<file path="src/rtl/leg_exec_unit.sv">
// leg_exec_unit: LEG CPU execute stage with fetch redirect/flush and handshaked I/O ports (optional shifts via LEG_EXEC_SHIFT_EN)
module leg_exec_unit #(
  parameter int FLUSH_CYCLES = 2
) (
  input  logic       clk,
  input  logic       rst,
  input  logic [7:0] dir,
  input  logic [7:0] data_a,
  input  logic [7:0] data_b,
  input  logic [7:0] address,
  output logic       skip,
  output logic [7:0] skip_data,
  input  logic [7:0] in_data,
  input  logic       in_valid,
  output logic       in_ready,
  output logic [7:0] out_data,
  output logic       out_valid,
  input  logic       out_ready
);
`ifdef LEG_EXEC_SHIFT_EN
  localparam bit SHIFT_EN = 1'b1;
`else
  localparam bit SHIFT_EN = 1'b0;
`endif
  typedef enum logic {RUN, FLUSH} state_t;
  state_t state, state_n;
  logic [7:0] regs [6];
  logic [7:0] pc_q, cnt, a, b, res, target;
  logic [2:0] op, dst;
  logic cond, nop, run, rd_a7, rd_b7, wr7, stall, taken, exec, redirect;
  always_comb begin
    op = dir[2:0];
    dst = address[2:0];
    cond = dir[5];
    run = state == RUN;
    nop = dir[4:3] != 2'b00 || (!cond && op[2:1] == 2'b11 && !SHIFT_EN);
    a = dir[7] ? data_a : data_a[2:0] == 3'd7 ? in_data : data_a[2:0] == 3'd6 ? pc_q : regs[data_a[2:0]];
    b = dir[6] ? data_b : data_b[2:0] == 3'd7 ? in_data : data_b[2:0] == 3'd6 ? pc_q : regs[data_b[2:0]];
    rd_a7 = !nop && !dir[7] && data_a[2:0] == 3'd7;
    rd_b7 = !nop && !dir[6] && data_b[2:0] == 3'd7 && (cond || op != 3'd4);
    wr7 = !nop && !cond && dst == 3'd7;
    stall = run && (((rd_a7 || rd_b7) && !in_valid) || (wr7 && out_valid && !out_ready));
    exec = run && !stall && !nop;
    res = 8'h00;
    case (op)
      3'd0: res = a + b;
      3'd1: res = a - b;
      3'd2: res = a & b;
      3'd3: res = a | b;
      3'd4: res = ~a;
      3'd5: res = a ^ b;
      3'd6: res = a << b[2:0];
      default: res = a >> b[2:0];
    endcase
    taken = 1'b0;
    case (op)
      3'd0: taken = a == b;
      3'd1: taken = a != b;
      3'd2: taken = a < b;
      3'd3: taken = a <= b;
      3'd4: taken = a > b;
      3'd5: taken = a >= b;
      3'd6: taken = 1'b1;
      default: taken = 1'b0;
    endcase
    redirect = stall || (exec && (cond ? taken : dst == 3'd6));
    target = stall ? pc_q : cond ? address : res;
    in_ready = !rst && exec && (rd_a7 || rd_b7);
    state_n = state;
    if (run && redirect && FLUSH_CYCLES > 0) state_n = FLUSH;
    if (!run && cnt <= 8'd1) state_n = RUN;
  end
  always_ff @(posedge clk) begin
    if (rst) begin
      state <= RUN;
      regs <= '{default: 8'h00};
      pc_q <= 8'h00;
      cnt <= 8'h00;
      skip <= 1'b0;
      skip_data <= 8'h00;
      out_data <= 8'h00;
      out_valid <= 1'b0;
    end else begin
      state <= state_n;
      skip <= redirect;
      if (redirect) begin
        skip_data <= target;
        pc_q <= target;
        cnt <= 8'(FLUSH_CYCLES);
      end else if (run) pc_q <= pc_q + 8'd1;
      else cnt <= cnt - 8'd1;
      if (exec && !cond && dst < 3'd6) regs[dst] <= res;
      // a write in the same cycle as a handshake reloads the port instead of clearing it
      if (exec && wr7) begin
        out_data <= res;
        out_valid <= 1'b1;
      end else if (out_ready) out_valid <= 1'b0;
    end
  end
endmodule
</file>
<file path="config.mk">
export PLATFORM = sky130hd
export DESIGN_NAME = leg_exec_unit
export DESIGN_NICKNAME = d
export VERILOG_FILES = /design/src/rtl/leg_exec_unit.sv
export SDC_FILE = /design/constraint.sdc
export NUM_CORES = 1
export LEC_CHECK = 0
export CORE_ASPECT_RATIO = 0.9
export CORE_MARGIN = 4
export CORE_UTILIZATION = 50
export CTS_CLUSTER_DIAMETER = 80
export DETAILED_ROUTE_END_ITERATION = 10
export GPL_ROUTABILITY_DRIVEN = 0
export GPL_TIMING_DRIVEN = 0
export PLACE_DENSITY = 0.83
export SLEW_MARGIN = 40
export SYNTH_ARGS = -nofsm -noshare
export SYNTH_HDL_FRONTEND = slang
export SYNTH_SLANG_ARGS = --single-unit
export TNS_END_PERCENT = 30
</file>
<file path="constraint.sdc">
create_clock -name clk -period 5.1 [get_ports clk]
set_clock_uncertainty 0.05 [all_clocks]
set_input_delay 0.51 -clock clk [delete_from_list [all_inputs] [get_ports clk]]
set_output_delay 0.51 -clock clk [all_outputs]
set_load 0.05 [all_outputs]
</file>
# [Word-level counts from Yosys, hierarchy flattened]
# Cells that the tools add are included.
# W data, S select, Z words.
[word_totals] regBits=83 in_bits=44 output_inout_bits=19 elab_cells=123
[op_classes] n_addsub=4 n_lt_le_gt_ge=10 eq_ne=17 shifts=2 mux=26 bitwise_logic=8 n_reduce_logical=42
[op_table] cell="$mux W8" n=15
[op_table] cell="$pmux W8 S7" n=1
[op_table] cell="$bmux W8 S3" n=2
[op_table] cell="$bwmux W48" n=1
[op_table] cell="$eq A3 B3 Y1 const B" n=9
[op_table] cell="$demux W8 S3" n=1
[op_table] cell="$logic_and A1 B1 Y1" n=23
[op_table] cell="$ge A4 B4 Y1 const B" n=3
[op_table] cell="$not A3 Y4" n=3
[op_table] cell="$add A8 B1 Y8 const B" n=1
[op_table] cell="$add A8 B8 Y8" n=1
[op_table] cell="$and A8 B8 Y8" n=1
[op_table] cell="$eq A8 B8 Y1" n=1
[op_table] cell="$ge A8 B8 Y1" n=1
[op_table] cell="$gt A8 B8 Y1" n=1
[op_table] cell="$le A8 B1 Y1 const B" n=1
[op_table] cell="$le A8 B8 Y1" n=1
[op_table] cell="$logic_not A1 Y1" n=8
[op_table] cell="$lt A8 B8 Y1" n=1
[op_table] cell="$ne A8 B8 Y1" n=1
[op_table] cell="$not A8 Y8" n=1
[op_table] cell="$or A8 B8 Y8" n=1
[op_table] cell="$shl A8 B3 Y8" n=1
[op_table] cell="$shr A8 B3 Y8" n=1
[op_table] cell="18 further kinds" n=29

# [Logic depth before layout (Yosys ltp)]
[depth] word_depth=17 depth_mapped=19 mapped_depth_nobuf=15

# [Worst setup path after synthesis]
# No wires, ideal clock.
[synth_path] kind="in2reg" start="input port data_b[0]" end="register skip_data[2]" setup_time_ps=86 arrival_ps=4298 required_ps=4964 path_slack_ps=666 cell_stages=15 n_path_buf=3 cell_sequence="buf_6 buf_1 mux4_2 mux2i_1 o21a_1 ha_1 clkbuf_1 nor4_2 a21boi_0 nor4_1 nand4_1 o221a_2 nor2_1 a222oi_1 a211oi_1"
[synth_between] elab_chain_len=12 elab_cells_between_ends=38 cone_classes="add/sub (2); order compare (4); eq/ne (4); shift (2); mux (11); bitwise (4); reduce/logical (11)"
[synth_lines] element="start: declaration" line="9" source="input logic [7:0] data_b,"
[synth_lines] element="$not A3 Y4 (implied by the code) / $eq A3 B3 Y1 (equally long branches)" line="38, 40"
[synth_lines] element="$bmux W8 S3 / $logic_and A1 B1 Y1 (equally long branches)" line="38, 40"
[synth_lines] element="$mux W8 (implied by the code) / $logic_and A1 B1 Y1 (equally long branches)" line="38, 40"
[synth_lines] element="$mux W8 (implied by the code) / $logic_or A1 B1 Y1 (equally long branches)" line="38, 42"
[synth_lines] element="$mux W8 / $logic_and A1 B1 Y1 (equally long branches)" line="38, 42"
[synth_lines] element="$mux W8 / $logic_or A1 B1 Y1 (equally long branches)" line="38, 42"
[synth_lines] element="$mux W8 / $logic_and A1 B1 Y1 (equally long branches)" line="38, 42"
[synth_lines] element="$ge A8 B8 Y1 (tied with other cells)" line="62" source="3'd5: taken = a >= b;"
[synth_lines] element="$pmux W1 S7 / $logic_and A1 B1 Y1 (equally long branches)" line="56, 43"
[synth_lines] element="$mux W1 / $logic_and A1 B1 Y1 (equally long branches)" line="66, 43"
[synth_lines] element="$logic_and A1 B1 Y1" line="66" source="redirect = stall || (exec && (cond ? taken : dst == 3'd6));"
[synth_lines] element="$logic_or A1 B1 Y1" line="66"
[synth_lines] element="end signal: assignment" line="87" source="skip_data <= target;"
[synth_lines] element="end: declaration" line="12" source="output logic [7:0] skip_data,"
# Parallel ways exist; a longest one is shown, timed or not. The select of a mux whose other input is x is not followed.
# A chain may end at the register's enable or synchronous reset.

# [Worst setup path in the final report]
[layout_path] start="input port data_b[2]" end="register regs[5] in the netlist's numbering"
[layout_between] elab_chain_len=12 elab_cells_between_ends=29 cone_classes="add/sub (2); eq/ne (2); shift (2); mux (8); bitwise (4); reduce/logical (11)"
[layout_lines] element="parallel branches: the longest is 12 deep, another holds $sub A8 B8 Y8"
[layout_lines] element="end signal: indexed assignment" line="92" source="if (exec && !cond && dst < 3'd6) regs[dst] <= res;"
[layout_lines] element="end: declaration" line="27" source="logic [7:0] regs [6];"
# Several ways; the timed one is not identified. The select of a mux whose other input is x is not followed.

==> results.json <==
{
  "totalWireLength_mm": 22.84,
  "p_leak_nw": 2.738,
  "layout_setup_ws_ns": 0.2140,
  "fp.dieH_um": 117.4,
  "reg2reg_depth": 13,
  "root_buffer": "clkbuf_16",
  "syn_area_um2": 6645,
  "post_cts_buffers": 0,
  "ctsHoldBuffers": 0,
  "cts_buffers": 9,
  "insertedDiodeCount": 0,
  "worst_slew_pin_slew_ns": 1.032,
  "whs_ns": 0.4201,
  "core-area_um2": 12830,
  "clockPowerShare_pct": 34.9,
  "p_seq_share_pct": 35.2,
  "drc": 0,
  "cts_tree": "yes",
  "wl_per_cell_um": 21.39,
  "syn-num-nets": 905,
  "end_kind": "flop",
  "synth.distinct_cells": 85,
  "async_reset_ff_share_pct": 0,
  "grt_max_degree": 16,
  "dp.cells": 1050,
  "antenna_found_initial": 0,
  "syn_inst": 831,
  "start_kind": "primary input",
  "hold_viol": 0,
  "ir_worst_vdd_mv": 0.2332,
  "p_per_area_nw_per_um2": 251.5,
  "post_drt_via_cell_ratio": 6.824,
  "worstPathRequired_ns": 5.25,
  "grt_pass1_vias": 6559,
  "die_area_um2": 15200,
  "placedInstanceArea_um2": 7402,
  "p_sw_mw": 0.6854,
  "grt_setup_unrepaired": "no",
  "max_clock_freq_mhz": 204.7,
  "max_slew_margin_pct": 30.56,
  "fin_crit_sh_pct": 95.80,
  "critical_path_class": "primary input to flop",
  "power.internal_mw": 1.278,
  "synth_seq_cells": 83,
  "ys_seq_area_share_pct": 25.00,
  "final_core_util_pct": 60.82,
  "clk_latency_ns": 0.35,
  "status": "complete, no violations",
  "numClockSinks": 83,
  "final_antenna_net_count": 0,
  "clk_pin_slew_ns": 0.07,
  "area_growth_pct": 17.45,
  "switching_share_pct": 34.92,
  "pin_count": 63,
  "start_util_pct": 51.78,
  "comb_power_share_pct": 29.9,
  "max_cap_viol_count": 0,
  "slowest_delay_ns": 0.52,
  "synth_area_leaders": "dfxtp_1 25%, mux4_2 5.8%, ha_1 5.3%",
  "cts.path.max_buffers": 2,
  "num_vias": 7288,
  "overflow": 0,
  "first_pass_iters": 6,
  "final-instance-count-excl-fill": 1068,
  "synth_top_flop_cell": "dfxtp_1",
  "hold_path.class": "flop to flop",
  "slew_viol_final": 0,
  "synth_top_area_share_pct": 25.00,
  "cp.arrival_ns": 5.04,
  "synth_edf_count": 0,
  "postSynthAreaPerCell_um2": 7.997,
  "crit_chain": "clkdlybuf4s50_1 > buf_2 > a41oi_1 > a22o_1 > clkbuf_1 > ha_1 > or2_2 > a221oi_1 > o21ai_0 > mux2_2 > a22oi_1 > o211ai_1 > nor2_2 > a211oi_1",
  "setup_viol": 0,
  "drive_above_1_share_pct": 11.62,
  "yosysTopAreaCell": "dfxtp_1",
  "core.rowCount": 39,
  "nets": 973,
  "post-place-ws_ns": -0.3469,
  "holdPathStages": 2,
  "port-buffer-count": 55,
  "crit_fanout": 12,
  "fin_crit_ns": 4.886,
  "grt_use_total_pct": 28.74,
  "yosysWarnings": 0,
  "stdcell_area_um2": 7805,
  "fp.dieW_um": 129.5,
  "first_iter_violations": 1163,
  "grt_pass1_wl_mm": 35.28,
  "htreeDepth": 3,
  "crit_path_top_delay_cell": "clkbuf_1",
  "dp_hpwl_mm": 16.63
}
## cells by family after synthesis
| family | synth area share [%] |
|---|---|
| mux | 11.05 |
| compound gates | 28.81 |
| buf+inv | 6.327 |
| flops | 25.00 |
| xor+xnor | 1.450 |
| fa+ha+maj | 5.875 |
| simple gates | 21.48 |
## layer usage
metal / routed length [um] / vias up / global-route usage, %
li1: - / 3269 / -
met1: 9348 / 3312 / 43.22
met2: 9493 / 618 / 40.90
met3: 3173 / 89 / 5.818
met4: 829 / 0 / 9.221
met5: 0 / - / 0
## cells in the mapped netlist (5+ instances only)
| cell type | instances |
|---|---|
| a211oi_1 | 29 |
| a21o_1 | 5 |
| a21oi_1 | 39 |
| a221oi_1 | 10 |
| a22oi_1 | 15 |
| a31oi_1 | 11 |
| and3_1 | 9 |
| buf_2 | 16 |
| clkbuf_1 | 34 |
| dfxtp_1 | 83 |
| ha_1 | 28 |
| inv_1 | 38 |
| mux2i_1 | 34 |
| mux4_2 | 17 |
| nand2_1 | 84 |
| nand2b_1 | 21 |
| nand3_1 | 28 |
| nor2_1 | 74 |
| nor2b_1 | 14 |
| nor3_1 | 26 |
| nor4_1 | 9 |
| o211ai_1 | 12 |
| o21a_1 | 8 |
| o21ai_0 | 45 |
| o221ai_1 | 9 |
| o22ai_1 | 16 |
| o32ai_1 | 9 |
| xnor2_1 | 8 |
## power groups by stage
stage	clock [mW]	sequential, mW	combinational [mW]
detailed placement	0	0.703	0.551
floorplan	0	0.706	0.376
CTS	0.683	0.688	0.556
finish	0.685	0.690	0.588
global placement	0	0.702	0.542
global route	0.717	0.692	0.624
## registers in the layout (all words and copies together) (netlist names)
signal and flops:
state 1, regs 48, cnt 8, skip 1, pc_q 8, skip_data 8, out_valid 1, out_data 8
## path summary, 6_finish.rpt
path | start | end | slack [ns]
worst max-delay path | data_b[2] | regs[5] | 0.21
worst min-delay path | out_data[1] | out_data[1] | 0.42
worst max register to register | pc_q[1] | regs[5] | 0.36
worst min register to register | out_data[1] | out_data[1] | 0.42
## what timing repair did
item / CTS / global route
endpoints found under the hold margin: 0 / 0
setup endpoints to repair: 4 / 37
resized for setup: 1 / 18
cloned: 0 / 1
pin swaps: 0 / 1
## cell type report
type / count / area [um2]
clock buffers: 10 / 239.0
inverters: 42 / 160.2
multi-input cells: 650 / 4647
repair buffers: 56 / 555.5
plain buffers: 57 / 265.3
fillers: 1114 / 5029
flip-flops and latches: 83 / 1662
clock inverters: 6 / 71.32
well taps: 164 / 205.2
## worst max-delay path: cells and delay by family
family | cells | cell delay (ns)
AO/OA/AOI/OAI | 7 | 1.86
adder cells (fa/ha/maj) | 1 | 0.40
buffers and inverters | 3 | 1.22
multiplexers | 1 | 0.30
AND/OR/NAND/NOR | 2 | 0.76
## stage by stage
step / setup TNS (ns) / total power [mW]
final: 0 / 1.963
after global routing: 0 / 2.033
after CTS: 0 / 1.927
after detailed placement: -6.936 / 1.254
after global placement: -6.876 / 1.245
after floorplan: 0 / 1.082
## layout by cell type (no fill, tap or decap), drive strengths merged, types with 12 or more instances in the layout
master / synthesis / routed
clkdlybuf4s50: 0 / 55
nor2b: 14 / 14
a21oi: 42 / 42
nor2: 75 / 75
a211oi: 31 / 32
nand2: 84 / 84
nand2b: 21 / 21
ha: 28 / 28
inv: 41 / 44
clkbuf: 34 / 44
o211ai: 13 / 13
o21ai: 48 / 48
dfxtp: 83 / 83
mux4: 17 / 17
buf: 23 / 24
o22ai: 17 / 17
mux2i: 34 / 34
nand3: 28 / 28
nor3: 27 / 27
a31oi: 12 / 12
a22oi: 15 / 15
Power figures use the tool's default switching activity.
==> variant (same flow settings) <==
The option `LEG_EXEC_SHIFT_EN` is turned on by a define.
--- a/src/rtl/leg_exec_unit.sv
+++ b/src/rtl/leg_exec_unit.sv
@@ -1,4 +1,6 @@
 // leg_exec_unit: LEG CPU execute stage with fetch redirect/flush and handshaked I/O ports (optional shifts via LEG_EXEC_SHIFT_EN)
+`define LEG_EXEC_SHIFT_EN
+
 module leg_exec_unit #(
   parameter int FLUSH_CYCLES = 2
 ) (
Check against the original RTL: not equivalent (Yosys sat finds a counterexample within 4 cycles, from zero or initial values and one cycle with rst high).
==> variant against the unedited design <==
- cell area increased by 2.4%
- register-to-register slack improved by 0.19 ns
- total power increased by 6.1%
- sequential cell count is the same
- routed wire length shrank 3.0%
- synthesized area increased by 1.3%
- worst setup slack worse by 0.038 ns
- core utilization increased by 0.98 points
==> variant: results (changes against the unedited design) <==
The flow ran to the end, and the final reports show no timing, DRC or antenna violations. The number of cells in the finished layout apart from fillers was 1066 (-0.19%). The via count of the first global-routing pass was 6533 (-0.40%). Broken down by cell family, the worst path's largest delay share belongs to simple AND/OR/NAND/NOR gates. The run gives 3060 um (-3.7%) as the routed length on met3. The reported leakage power came out at 0.00304 uW (+11%). The tools report the internal cell power as 1390 uW (+8.7%).

The logs give 15400 sq um (+1.3%) for the die outline area and 918 (-21%) for the number of DRC markers after the initial detailed-route iteration. The hold path startpoint is out_data[3]. The mux cell area share after synthesis was 0.129 (+0.0181); the maximum fanout count along the critical path was 11 (-1). The adder-cell area share of the yosys netlist is 0.0580 (-0.000775), and the total via count in the routed design is 7100 (-2.6%). The detailed route wirelength on metal2 was 9460 um (-0.33%); the port buffer count was 56 (+1.8%).

For the global-route wire length before repair, the log shows 34400 um (-2.4%). The slowest stage of the critical path is the clkdlybuf4s50_1 cell. The synthesized net count is 900 (-0.55%), and the minimum hold slack is 0.416 ns (-0.00409 ns). For the multi-input logic cell count, the log shows 640 (-1.5%). The non-clock buffer total of the final layout was 123 (+8.8%); the pin count of the biggest net entering global routing was 17 (+1). The portion of the layout cell area used by clock cells was 0.0442 (+0.00440). The maximum vdd drop was 0.000184 V (-21%); the global-route met2 utilization was 0.404 (-0.00516).

The tools report the number of inserted filler cells in the final layout as 1105 (-0.81%). For the layout sequential cell count, the log shows 83 (unchanged). The path with the worst hold slack has its endpoint at out_data[3]. The compound-cell area share of the yosys netlist works out to 0.269 (-0.0189). The area share of buffers outside the clock network is 0.115 (+0.0101).

The commonest cells after synthesis are nor2_1, dfxtp_1, nand2_1, a21oi_1, mux2i_1. The tools report the aggregate routed wire length as 22100 um (-3.0%). The placed cell count was 1046 (-0.38%); the area of combinational cells with multiple inputs was 4700 sq um (+1.1%).
-- variant: cell count changes after synthesis, moves of 10 or more --
| cell | unedited run | this run |
|---|---|---|
| nor2_1 | 74 | 101 |
| nand2_1 | 84 | 60 |
| o21ai_0 | 45 | 30 |
| o22ai_1 | 16 | 3 |
| nand3_1 | 28 | 16 |
| nand3b_1 | 2 | 13 |
| nor3_1 | 26 | 16 |
-- variant: how the worst max path moves through the flow --
stage	startpoint	end	slack, ns
after floorplan	data_b[0]	skip_data[0]	0.60
after global placement	data_b[0]	skip_data[0]	-1.02
after detailed placement	data_b[0]	skip_data[0]	-0.62
after CTS	data_a[0]	skip_data[2]	0.06
after global routing	data_a[0]	skip_data[2]	-0.03
final	data_a[0]	skip_data[2]	0.18
-- variant: power groups by stage --
stage               logic [uW]  registers [uW]  clock network (uW)
global route               655             692                 818
finish                     608             690                 784
global placement           555             703                   0
detailed placement         565             703                   0
floorplan                  385             707                   0
CTS                        571             689                 785
